## config.mk

```make
export PLATFORM = sky130hd
export DESIGN_NAME = fwd_hazard_unit
export DESIGN_NICKNAME = d
export VERILOG_FILES = /design/src/rtl/fwd_hazard_unit.sv
export SDC_FILE = /design/constraint.sdc
export NUM_CORES = 1
export LEC_CHECK = 0
export CAP_MARGIN = 20
export CORE_MARGIN = 3
export CORE_UTILIZATION = 53
export DETAILED_ROUTE_END_ITERATION = 12
export DONT_BUFFER_PORTS = 1
export HOLD_SLACK_MARGIN = 0.06
export PLACE_DENSITY = 0.68
export SKIP_LAST_GASP = 1
export SYNTH_ARGS = -nofsm -noshare
export SYNTH_HDL_FRONTEND = slang
export SYNTH_SLANG_ARGS = --single-unit
```

## constraint.sdc

```tcl
create_clock -name clk_i -period 6.04 [get_ports clk_i]
set_input_delay 0.906 -clock clk_i [delete_from_list [all_inputs] [get_ports clk_i]]
set_output_delay 0.906 -clock clk_i [all_outputs]
set_load 0.01 [all_outputs]
```

## src/rtl/fwd_hazard_unit.sv

```systemverilog
// Forwarding-select and load-use stall generator for the EX operand muxes.
// Tracks destination tags of EX/MEM/WB and registers selects alongside ID/EX.
module fwd_hazard_unit #(
    parameter int REG_W = 5,
    parameter int CNT_W = 16
) (
    input  logic             clk_i,
    input  logic             rst_i,
    input  logic             id_valid_i,
    input  logic [REG_W-1:0] id_rs_i,
    input  logic [REG_W-1:0] id_rt_i,
    input  logic             id_use_rs_i,
    input  logic             id_use_rt_i,
    input  logic [REG_W-1:0] id_dst_i,
    input  logic             id_regwrite_i,
    input  logic             id_memread_i,
    input  logic             flush_i,
    output logic [1:0]       fwd_a_o,
    output logic [1:0]       fwd_b_o,
    output logic             stall_o,
    output logic [CNT_W-1:0] stall_cnt_o
);

    typedef struct packed {
        logic             valid;
        logic             regwrite;
        logic             memread;
        logic [REG_W-1:0] dst;
    } ex_tag_t;

    // Past EX only "is this a live register writer" matters, so MEM/WB keep
    // valid&regwrite folded into one bit. The retire latch needs no tag: its
    // select (11) is decided while the producer is still in WB.
    typedef struct packed {
        logic             wr;
        logic [REG_W-1:0] dst;
    } wb_tag_t;

    ex_tag_t ex_q, ex_d;
    wb_tag_t mem_q, mem_d, wb_q;
    logic [1:0][1:0]       sel_q, sel_d, sel_nxt;
    logic [CNT_W-1:0]      cnt_q, cnt_d;

    logic [1:0][REG_W-1:0] src;
    logic [1:0]            use_src;
    logic [1:0]            hit_ex, hit_mem, hit_wb;
    logic                  accept;

    assign src     = {id_rt_i, id_rs_i};
    assign use_src = {id_use_rt_i, id_use_rs_i};

    // Operand 0 is rs (fwd_a), operand 1 is rt (fwd_b); $zero never matches.
    for (genvar g = 0; g < 2; g++) begin : g_opnd
        logic nz;
        assign nz         = (src[g] != '0);
        assign hit_ex[g]  = use_src[g] & nz & ex_q.valid & ex_q.regwrite & (ex_q.dst == src[g]);
        assign hit_mem[g] = use_src[g] & nz & mem_q.wr & (mem_q.dst == src[g]);
        assign hit_wb[g]  = use_src[g] & nz & wb_q.wr & (wb_q.dst == src[g]);
        assign sel_d[g]   = hit_ex[g]  ? 2'b01 :
                            hit_mem[g] ? 2'b10 :
                            hit_wb[g]  ? 2'b11 : 2'b00;
    end

    assign stall_o = id_valid_i & ~flush_i & ex_q.memread & (|hit_ex);
    assign accept  = id_valid_i & ~flush_i & ~stall_o;

    always_comb begin
        ex_d      = '0;
        sel_nxt   = '0;
        mem_d.wr  = ex_q.valid & ex_q.regwrite;
        mem_d.dst = ex_q.dst;
        cnt_d     = cnt_q;
        if (accept) begin
            ex_d.valid    = 1'b1;
            ex_d.regwrite = id_regwrite_i;
            ex_d.memread  = id_memread_i;
            ex_d.dst      = id_dst_i;
            sel_nxt       = sel_d;
        end
        if (stall_o && (cnt_q != '1)) begin
            cnt_d = cnt_q + 1'b1;
        end
    end

    always_ff @(posedge clk_i) begin
        if (rst_i) begin
            ex_q  <= '0;
            mem_q <= '0;
            wb_q  <= '0;
            sel_q <= '0;
            cnt_q <= '0;
        end else begin
            ex_q  <= ex_d;
            mem_q <= mem_d;
            wb_q  <= mem_q;
            sel_q <= sel_nxt;
            cnt_q <= cnt_d;
        end
    end

    assign fwd_a_o     = sel_q[0];
    assign fwd_b_o     = sel_q[1];
    assign stall_cnt_o = cnt_q;

endmodule

```

# --- Word-level counts from Yosys, hierarchy flattened ---
# Index checks and enable logic that the tools add are counted.
# W data, S select, Z words.
op_classes:
  reduce_logical: 7
  bitwise: 24
  eq_ne: 7
  muxes: 7
  add_sub_neg: 1
op_table:
  columns: ["operator", "n"]
  rows:
  - ["$eq A5 B5 Y1", 6]
  - ["$and A1 B1 Y1", 21]
  - ["$add A16 B1 Y16 const B", 1]
  - ["$ne A16 B16 Y1 const B", 1]
  - ["$reduce_bool A5 Y1", 2]
  - ["$mux W2", 4]
  - ["$mux W8", 1]
  - ["$reduce_or A3 Y1", 2]
  - ["$reduce_or A2 Y1", 2]
  - ["$not A1 Y1", 3]
  - ["$mux W1", 2]
  - ["$logic_and A1 B1 Y1", 1]
totals:
  input_bits: 23
  out_inout_bits: 21
  word_cells: 59
  ff_bits: 40

# --- Logic depth before layout (Yosys ltp) ---
# Gate-level depths: netlist (run 1).
logic_depth:
  depth_word: 11
  depth_mapped: 8
  depth_no_buf: 7

# --- Worst setup path after synthesis (run 1) ---
# OpenSTA, ideal clock, no wires.
synth_path:
  kind: "input -> output"
  start: "input id_rt_i[1]"
  end: "output stall_o"
  required_time_ps: 5134
  slack_ps: 3074
  path_buffers: 0
  arrival_ps: 2060
  cell_stages: 5
  path_cell_list: "or4_1 -> o21ai_2 -> nor4_4 -> o21ai_0 -> nor2_1"
synth_via:
  elab_chain_cells: 7
  elab_cells_between_ends: 8
  classes_between: "eq/ne: 1; bitwise: 5; reduce/logical: 2"
synth_rtl:
  columns: ["element", "line_no", "text"]
  rows:
  - ["start: declaration", "11", "input logic [REG_W-1:0] id_rt_i,"]
  - ["$reduce_bool A5 Y1", "55", "assign nz = (src[g] != '0);"]
  - ["$and A1 B1 Y1 (3 in a row)", "56", "assign hit_ex[g] = use_src[g] & nz & ex_q.valid & ex_q.regwrite & (ex_q.dst == src[g]);"]
  - ["$and A1 B1 Y1 *", "56", null]
  - ["$reduce_or A2 Y1 *", "64", "assign stall_o = id_valid_i & ~flush_i & ex_q.memread & (|hit_ex);"]
  - ["$and A1 B1 Y1 *", "64", null]
  - ["end: declaration", "20", "output logic stall_o,"]
# Mark *: on every way between the ends. The rest lies on a longest branch, timed or not.

# --- Worst setup path after layout (run 1) ---
layout_path:
  start: "input id_rt_i[4]"
  end: "output stall_o"
# Same word-level chain as after synthesis.

==> metrics.log, run 1 <==
INFO  metric synthesis.area = 1920 um2
INFO  metric power.ir.vdd_worst = 0.126 mV
INFO  metric post_cts_resize_count = 0
INFO  metric syn-instance-count = just over 200
INFO  metric routed_wirelength = ~4.0 mm
INFO  metric die_area = 4380 um2
INFO  metric design.core.area = roughly 3400 um2
INFO  metric netlist.area_leader.share = 0.417
INFO  metric required = 5130 ps
INFO  metric max_cap_violations = 0
INFO  metric place_worst_setup_slack = between 2000 and 3000 ps
INFO  metric syn_to_final_growth = 6.19%
INFO  metric finalCriticalPeriod = 3170 ps
INFO  metric cts_hold_repair.buffers = 0
INFO  metric io_buffer_count = 0
INFO  metric floorplan.die.height = 66.2 um
INFO  metric cts_root_buffer = clkbuf_4
INFO  metric unrepaired_setup_endpoints_after_global_routing = false
INFO  metric globalplace.congestion = 0.939
INFO  metric number_of_buffers_added_for_setup_after_cts = 0
INFO  metric worst_slew_pin_slew = 483 ps
INFO  metric worst-endpoint-arrival = about 2300 ps
INFO  metric clk_transition_reported_paths = 130 ps
INFO  metric netlist_top_cells_area = dfxtp_1, xor2_1, xnor2_1, nor2b_1, nor2_1
INFO  metric pin_count_of_the_biggest_net_entering_global_routing = 34
INFO  metric synth.yosys.warnings = 0
INFO  metric tritoncts.num_buffers = 5
INFO  metric finalHoldViolCount = 0
INFO  metric remaining_drc_errors = 0
INFO  metric final_layout_size_suffix_gt1_frac = 0.0995
INFO  metric detailroute.via_count = 1,471
INFO  metric grt_pass1_vias = 1,443
INFO  metric relSlewSlack = 0.676
INFO  metric post-route-cell-area = 2040 um2
INFO  metric fin_skew = 16.8 ps
INFO  metric static-leakage-power = 0.692 nW
INFO  metric cts_tree = yes
INFO  metric fmax = ~320 MHz
INFO  metric antennaDiodeCount = 0
INFO  metric std_cell_rows = 21
INFO  metric antenna_found_initial = 0
INFO  metric hold_path_class = reg2reg
INFO  metric timing.final.ws_setup = around 2900 ps
INFO  metric critical_path_class = in2out
INFO  metric cpMaxStageDelayCell = nor4_4
INFO  metric power_frac_seq = 0.568
INFO  metric detail-route-antenna-nets = 0
INFO  metric floorplan.io_pins = 44
INFO  metric grt_overflow = 0
INFO  metric ys_seq_area_frac = 0.417
INFO  metric startpoint_type = primary input
INFO  metric cts_num_sinks = 40
INFO  metric grt_first_pass_wirelength = 6.58 mm
INFO  metric p_sw_frac = 0.227
INFO  metric postSynthNetCount = 231
INFO  metric post-dp-hpwl = 2.94 mm
INFO  metric wire_per_inst = approximately 15 um
INFO  metric drt_iter0_drc = 91
INFO  metric final-setup-viol-count = 0
INFO  metric path_max_fanout = 7
INFO  metric setup_total_negative_slack = 0 ps
INFO  metric totalPowerFinal = 0.000473 W
INFO  metric postSynthRegisterBits = 40
INFO  metric switchingPower = 0.000107 W
INFO  metric share_comb_of_total_power = 0.043
INFO  metric power_report.internal_total = 0.000366 W
INFO  metric critical_path.max_stage_delay = 510 ps
INFO  metric detailed_place.area = 1960 um2
INFO  metric cts_htree_levels = 2
INFO  metric post_synth_num_cell_types = 37
INFO  metric ratio_of_routed_vias_to_standard_cells = between 5 and 6
INFO  metric grt.total_usage = 0.198
INFO  metric cp-end-kind = output pin
INFO  metric synth_top_area_cell = dfxtp_1
INFO  metric fin_hold_ws = 505 ps
INFO  metric synthesis.area_per_instance = 9.28 um2
INFO  metric finalCritPeriodShare = 0.524
INFO  metric clk-insertion-delay-late = ~360 ps
INFO  metric cts_buffer_depth = 2
INFO  metric detailedRoute.firstPassIterationCount = 4
INFO  metric start_util = 0.563
INFO  metric final-max-slew-violation-count = 0
INFO  metric clock_network_fraction_of_design_power = 0.390
INFO  metric run_status = complete, no violations
INFO  metric cp_cell_sequence = xnor2_1, nand4_1, nor4_4, o21ai_0, nor2_1
INFO  metric cellPowerDensity = 232 nW/um2
INFO  metric dieWidth = 66.2 um
INFO  metric final_net_count = 234
## power by group through the flow
stage	logic (W)	clock network [W]	registers, W
6_report	0.0000202	0.000184	0.000269
5_1_grt	0.0000222	0.000201	0.000269
4_1_cts	0.0000202	0.000188	0.000269
3_5_place_dp	0.0000199	0	0.000274
3_3_place_gp	0.0000196	0	0.000274
2_1_floorplan	0.0000196	0	0.000274
## layer usage
metal,GRT usage,routed length (um)
met5,0,0
met4,0.0787,79
met3,0.0816,366
met2,0.301,1750
met1,0.245,1790
## final timing paths
path / from / to / slack [ps] / cells after the start
setup / recovery: id_rt_i[4] / stall_o / 2870 / 5
hold / removal: mem_q[5]$_SDFF_PP0_ / wb_q[5]$_SDFF_PP0_ / 510 / 1
hold reg to reg: mem_q[5]$_SDFF_PP0_ / wb_q[5]$_SDFF_PP0_ / 510 / 1
setup reg to reg: ex_q[4]$_SDFF_PP0_ / stall_cnt_o[9]$_SDFFE_PP0P_ / 3700 / 6
## through the flow
stage | utilization | instances
global route | 0.597 | 257
floorplan | - | 207
detailed placement | 0.573 | 249
CTS | 0.597 | 257
finish | 0.597 | 257
global placement | 0.573 | 249
## cells in the final DEF, fill, tap and decap left out, drive strengths merged, types with 2 or more instances in the layout
| master | instances |
|---|---|
| mux2 | 3 |
| o2111ai | 2 |
| nand2b | 3 |
| or2 | 2 |
| nor2 | 20 |
| o31ai | 4 |
| o21ai | 8 |
| nand2 | 10 |
| or4 | 6 |
| and2 | 7 |
| nor2b | 14 |
| clkbuf | 5 |
| inv | 5 |
| nor3 | 3 |
| nand3 | 7 |
| or3 | 3 |
| xnor2 | 16 |
| a21oi | 10 |
| nor3b | 2 |
| nand4 | 6 |
| nor4 | 6 |
| xor2 | 17 |
| dfxtp | 40 |
## synthesized netlist by cell type (all sizes together)
cell and n:
a21oi 10, a31o 1, and2 7, and3b 1
and4 1, buf 1, clkbuf 3, dfxtp 40
ha 1, inv 4, mux2 3, mux2i 1
nand2 10, nand2b 3, nand3 7, nand4 6
nand4b 1, nor2 20, nor2b 14, nor3 3
nor3b 2, nor4 6, o2111ai 2, o211ai 1
o21a 1, o21ai 8, o21ba 1, o31a 1
o31ai 4, or2 2, or3 3, or4 6
xnor2 16, xor2 17
## logic make-up (layout without fill, tap and decap cells)
family	after synthesis	count (layout)	share of synthesized area
compound gates	29	29	0.105
mux	4	4	0.0228
simple gates	92	92	0.279
fa+ha+maj	1	1	0.00651
buf+inv	8	12	0.0195
flops	40	40	0.417
xor+xnor	33	33	0.150
## flip-flops by register name (all words and copies together) (netlist names)
| signal | flops |
|---|---|
| ex_q | 8 |
| fwd_a_o | 2 |
| fwd_b_o | 2 |
| mem_q | 6 |
| stall_cnt_o | 16 |
| wb_q | 6 |
## critical path: cells and delay by family
family	cells	cell delay, ps
AOI/OAI and AO/OA	1	220
and+or+nand+nor	3	960
xor gates and xnor gates	1	170
## layout make-up
| cell class | instances | area (um2) |
|---|---|---|
| Sequential cell | 40 | 801 |
| Multi-Input combinational cell | 159 | 1080 |
| Clock inverter | 3 | 46.3 |
| Fill cell | 312 | 1380 |
| Inverter | 4 | 15.0 |
| Clock buffer | 5 | 37.5 |
| Tap cell | 46 | 57.6 |
No activity file was read; power rests on OpenSTA's default activity.
==> inputs of run 2 (changes only) <==
Settings changed: PLACE_DENSITY 0.68 to 0.71.
Clock period 6.04 ns to 2.8 ns, I/O delays scaled along.
==> run 2 against run 1 <==
- non-clock buffer count unchanged
- register-to-register slack worse by 3100 ps
- hold slack worse by 380 ps
- core utilization down 0.11 points
- clock skew down 8.7 ps
- worst setup slack worse by 2600 ps
- power up 110%
- wire length down 2.9%
- cell area down 0.18%
==> metrics.log, run 2 (synthesized netlist as in run 1, its figures left out) <==
INFO  metric run_status = complete, no violations (unchanged)
INFO  metric number_of_buffers_added_for_setup_after_cts = 0 (unchanged)
INFO  metric worst-endpoint-arrival = 2070 ps (was 2260 ps)
INFO  metric grt.total_usage = 0.182 (was 0.198)
INFO  metric floorplan.die.height = 66.2 um (unchanged)
INFO  metric power.ir.vdd_worst = 0.557 mV (was 0.126 mV)
INFO  metric final_common_cell = dfxtp_1 (unchanged)
INFO  metric io_buffer_count = 0 (unchanged)
INFO  metric grt_pass1_vias = 1,318 (was 1,443)
INFO  metric fin_skew = 8.14 ps (was 16.8 ps)
INFO  metric antennaDiodeCount = 0 (unchanged)
INFO  metric unrepaired_setup_endpoints_after_global_routing = false (unchanged)
INFO  metric worstRegToRegCells = 6 (unchanged)
INFO  metric die_area = 4380 um2 (unchanged)
INFO  metric cts_buffer_depth = 2 (unchanged)
INFO  metric routed_wirelength = 3.86 mm (was 3.98 mm)
INFO  metric hold_path_class = in2reg (was reg2reg)
INFO  metric relSlewSlack = 0.685 (was 0.676)
INFO  metric final_layout_size_suffix_gt1_frac = 0.0995 (unchanged)
INFO  metric cp-end-kind = output pin (unchanged)
INFO  metric cts_tree = yes (unchanged)
INFO  metric remaining_drc_errors = 0 (unchanged)
INFO  metric largest_register_ff_count = 16 (unchanged)
INFO  metric hold_path_depth = 1 (unchanged)
INFO  metric start_util = 0.563 (unchanged)
INFO  metric cellPowerDensity = 489 nW/um2 (was 232 nW/um2)
INFO  metric cp_cell_sequence = xnor2_1, nand4_1, nor4_4, o21ai_0, nor2_1 (unchanged)
INFO  metric multi_input_area = 1080 um2 (unchanged)
INFO  metric std_cell_rows = 21 (unchanged)
INFO  metric dieWidth = 66.2 um (unchanged)
INFO  metric wire_per_inst = 15.0 um (was 15.5 um)
INFO  metric layout.cells.non_filler = 257 (unchanged)
INFO  metric tritoncts.num_buffers = 5 (unchanged)
INFO  metric cts_htree_levels = 2 (unchanged)
INFO  metric final_net_count = 234 (unchanged)
INFO  metric finalCriticalPeriod = around 2500 ps
INFO  metric cpMaxStageDelayCell = nor4_4 (unchanged)
INFO  metric filler_cell_count = 319 (was 312)
INFO  metric totalPowerFinal = 0.000996 W (was 0.000473 W)
INFO  metric most-common-layout-cells = dfxtp_1, nor2_1, xor2_1 (unchanged)
INFO  metric finalHoldViolCount = 0 (unchanged)
INFO  metric final-setup-viol-count = 0 (unchanged)
INFO  metric max_cap_violations = 0 (unchanged)
INFO  metric antenna_found_initial = 0 (unchanged)
INFO  metric grt_first_pass_wirelength = 6.11 mm (was 6.58 mm)
INFO  metric cts_hold_repair.buffers = 0 (unchanged)
INFO  metric design.core.area = 3420 um2 (unchanged)
INFO  metric worst_slew_pin_slew = 470 ps (was 483 ps)
INFO  metric cts_root_buffer = clkbuf_4 (unchanged)
INFO  metric clk-insertion-delay-late = 340 ps (was 360 ps)
INFO  metric final-max-slew-violation-count = 0 (unchanged)
INFO  metric post-place-cells = 249 (unchanged)
INFO  metric required = 2380 ps (was 5130 ps)
INFO  metric floorplan.io_pins = 44 (unchanged)
INFO  metric ff_latch_area = 801 um2 (unchanged)
INFO  metric static-leakage-power = 0.691 nW (was 0.692 nW)
INFO  metric detail-route-antenna-nets = 0 (unchanged)
INFO  metric startpoint_type = flip-flop (was primary input)
INFO  metric critical_path.max_stage_delay = 480 ps (was 510 ps)
INFO  metric post_cts_resize_count = 0 (unchanged)
INFO  metric path_max_fanout = 7 (unchanged)
INFO  metric grt_overflow = 0 (unchanged)
INFO  metric setup_total_negative_slack = 0 ps (unchanged)
INFO  metric ratio_of_routed_vias_to_standard_cells = 5.79 (was 5.72)
INFO  metric critical_path_class = reg2out (was in2out)
INFO  metric finalCritPeriodShare = 0.890
INFO  metric syn_to_final_growth = 5.99% (was 6.19%)
INFO  metric post-dp-hpwl = 2.87 mm (was 2.94 mm)
INFO  metric globalplace.congestion = 0.944 (was 0.939)
INFO  metric detailroute.via_count = 1,488 (was 1,471)
INFO  metric detailedRoute.firstPassIterationCount = 4 (unchanged)
INFO  metric drt_iter0_drc = 89 (was 91)
INFO  metric clk_transition_reported_paths = 120 ps (was 130 ps)
INFO  metric cts_num_sinks = 40 (unchanged)
INFO  metric pin_count_of_the_biggest_net_entering_global_routing = 34 (unchanged)
INFO  metric fmax = ~400 MHz
## run 2: per-layer routing
| metal | global-route usage | vias up | share of wire |
|---|---|---|---|
| met1 | 0.242 | 692 | 0.45 |
| met3 | 0.0578 | 9 | 0.077 |
| li1 | - | 727 | - |
| met5 | 0 | - | 0 |
| met4 | 0.0685 | 0 | 0.015 |
| met2 | 0.271 | 60 | 0.46 |
## run 2: cell type report
class,instances,area share
well taps,46,0.0283
inverters,4,0.00737
clock inverters,3,0.0209
flip-flops and latches,40,0.393
multi-input cells,159,0.532
clock buffers,5,0.0184
## run 2: report_power, final
| part | switching, W | total, W | internal [W] |
|---|---|---|---|
| combinational | 0.0000202 | 0.0000438 | 0.0000237 |
| clock | 0.000187 | 0.000373 | 0.000186 |
| sequential | 0.00000500 | 0.000579 | 0.000574 |
## run 2: path summary, 6_finish.rpt
path / startpoint / endpoint / slack, ps
max: ex_q[1]$_SDFF_PP0_ / stall_o / 310
min reg2reg: mem_q[5]$_SDFF_PP0_ / wb_q[5]$_SDFF_PP0_ / 500
max reg2reg: ex_q[1]$_SDFF_PP0_ / stall_cnt_o[9]$_SDFFE_PP0P_ / 600
min: rst_i / stall_cnt_o[7]$_SDFFE_PP0P_ / 130
## run 2: worst max-delay path, delay by kind of cell, from the launching register on
kind,cells,cell delay [ps]
xor+xnor,1,210
simple gates,3,910
flops,1,370
compound gates,1,240
## run 2: metrics by stage
step / util / hold slack [ps] / setup slack [ps] / area [um2]
5_1_grt: 0.596 / 101 / 155 / 2040
2_1_floorplan: - / 460 / 685 / 1920
3_3_place_gp: 0.573 / 476 / 602 / 1960
3_5_place_dp: 0.573 / 484 / 542 / 1960
6_report: 0.596 / 126 / 308 / 2040
4_1_cts: 0.596 / 113 / 288 / 2040
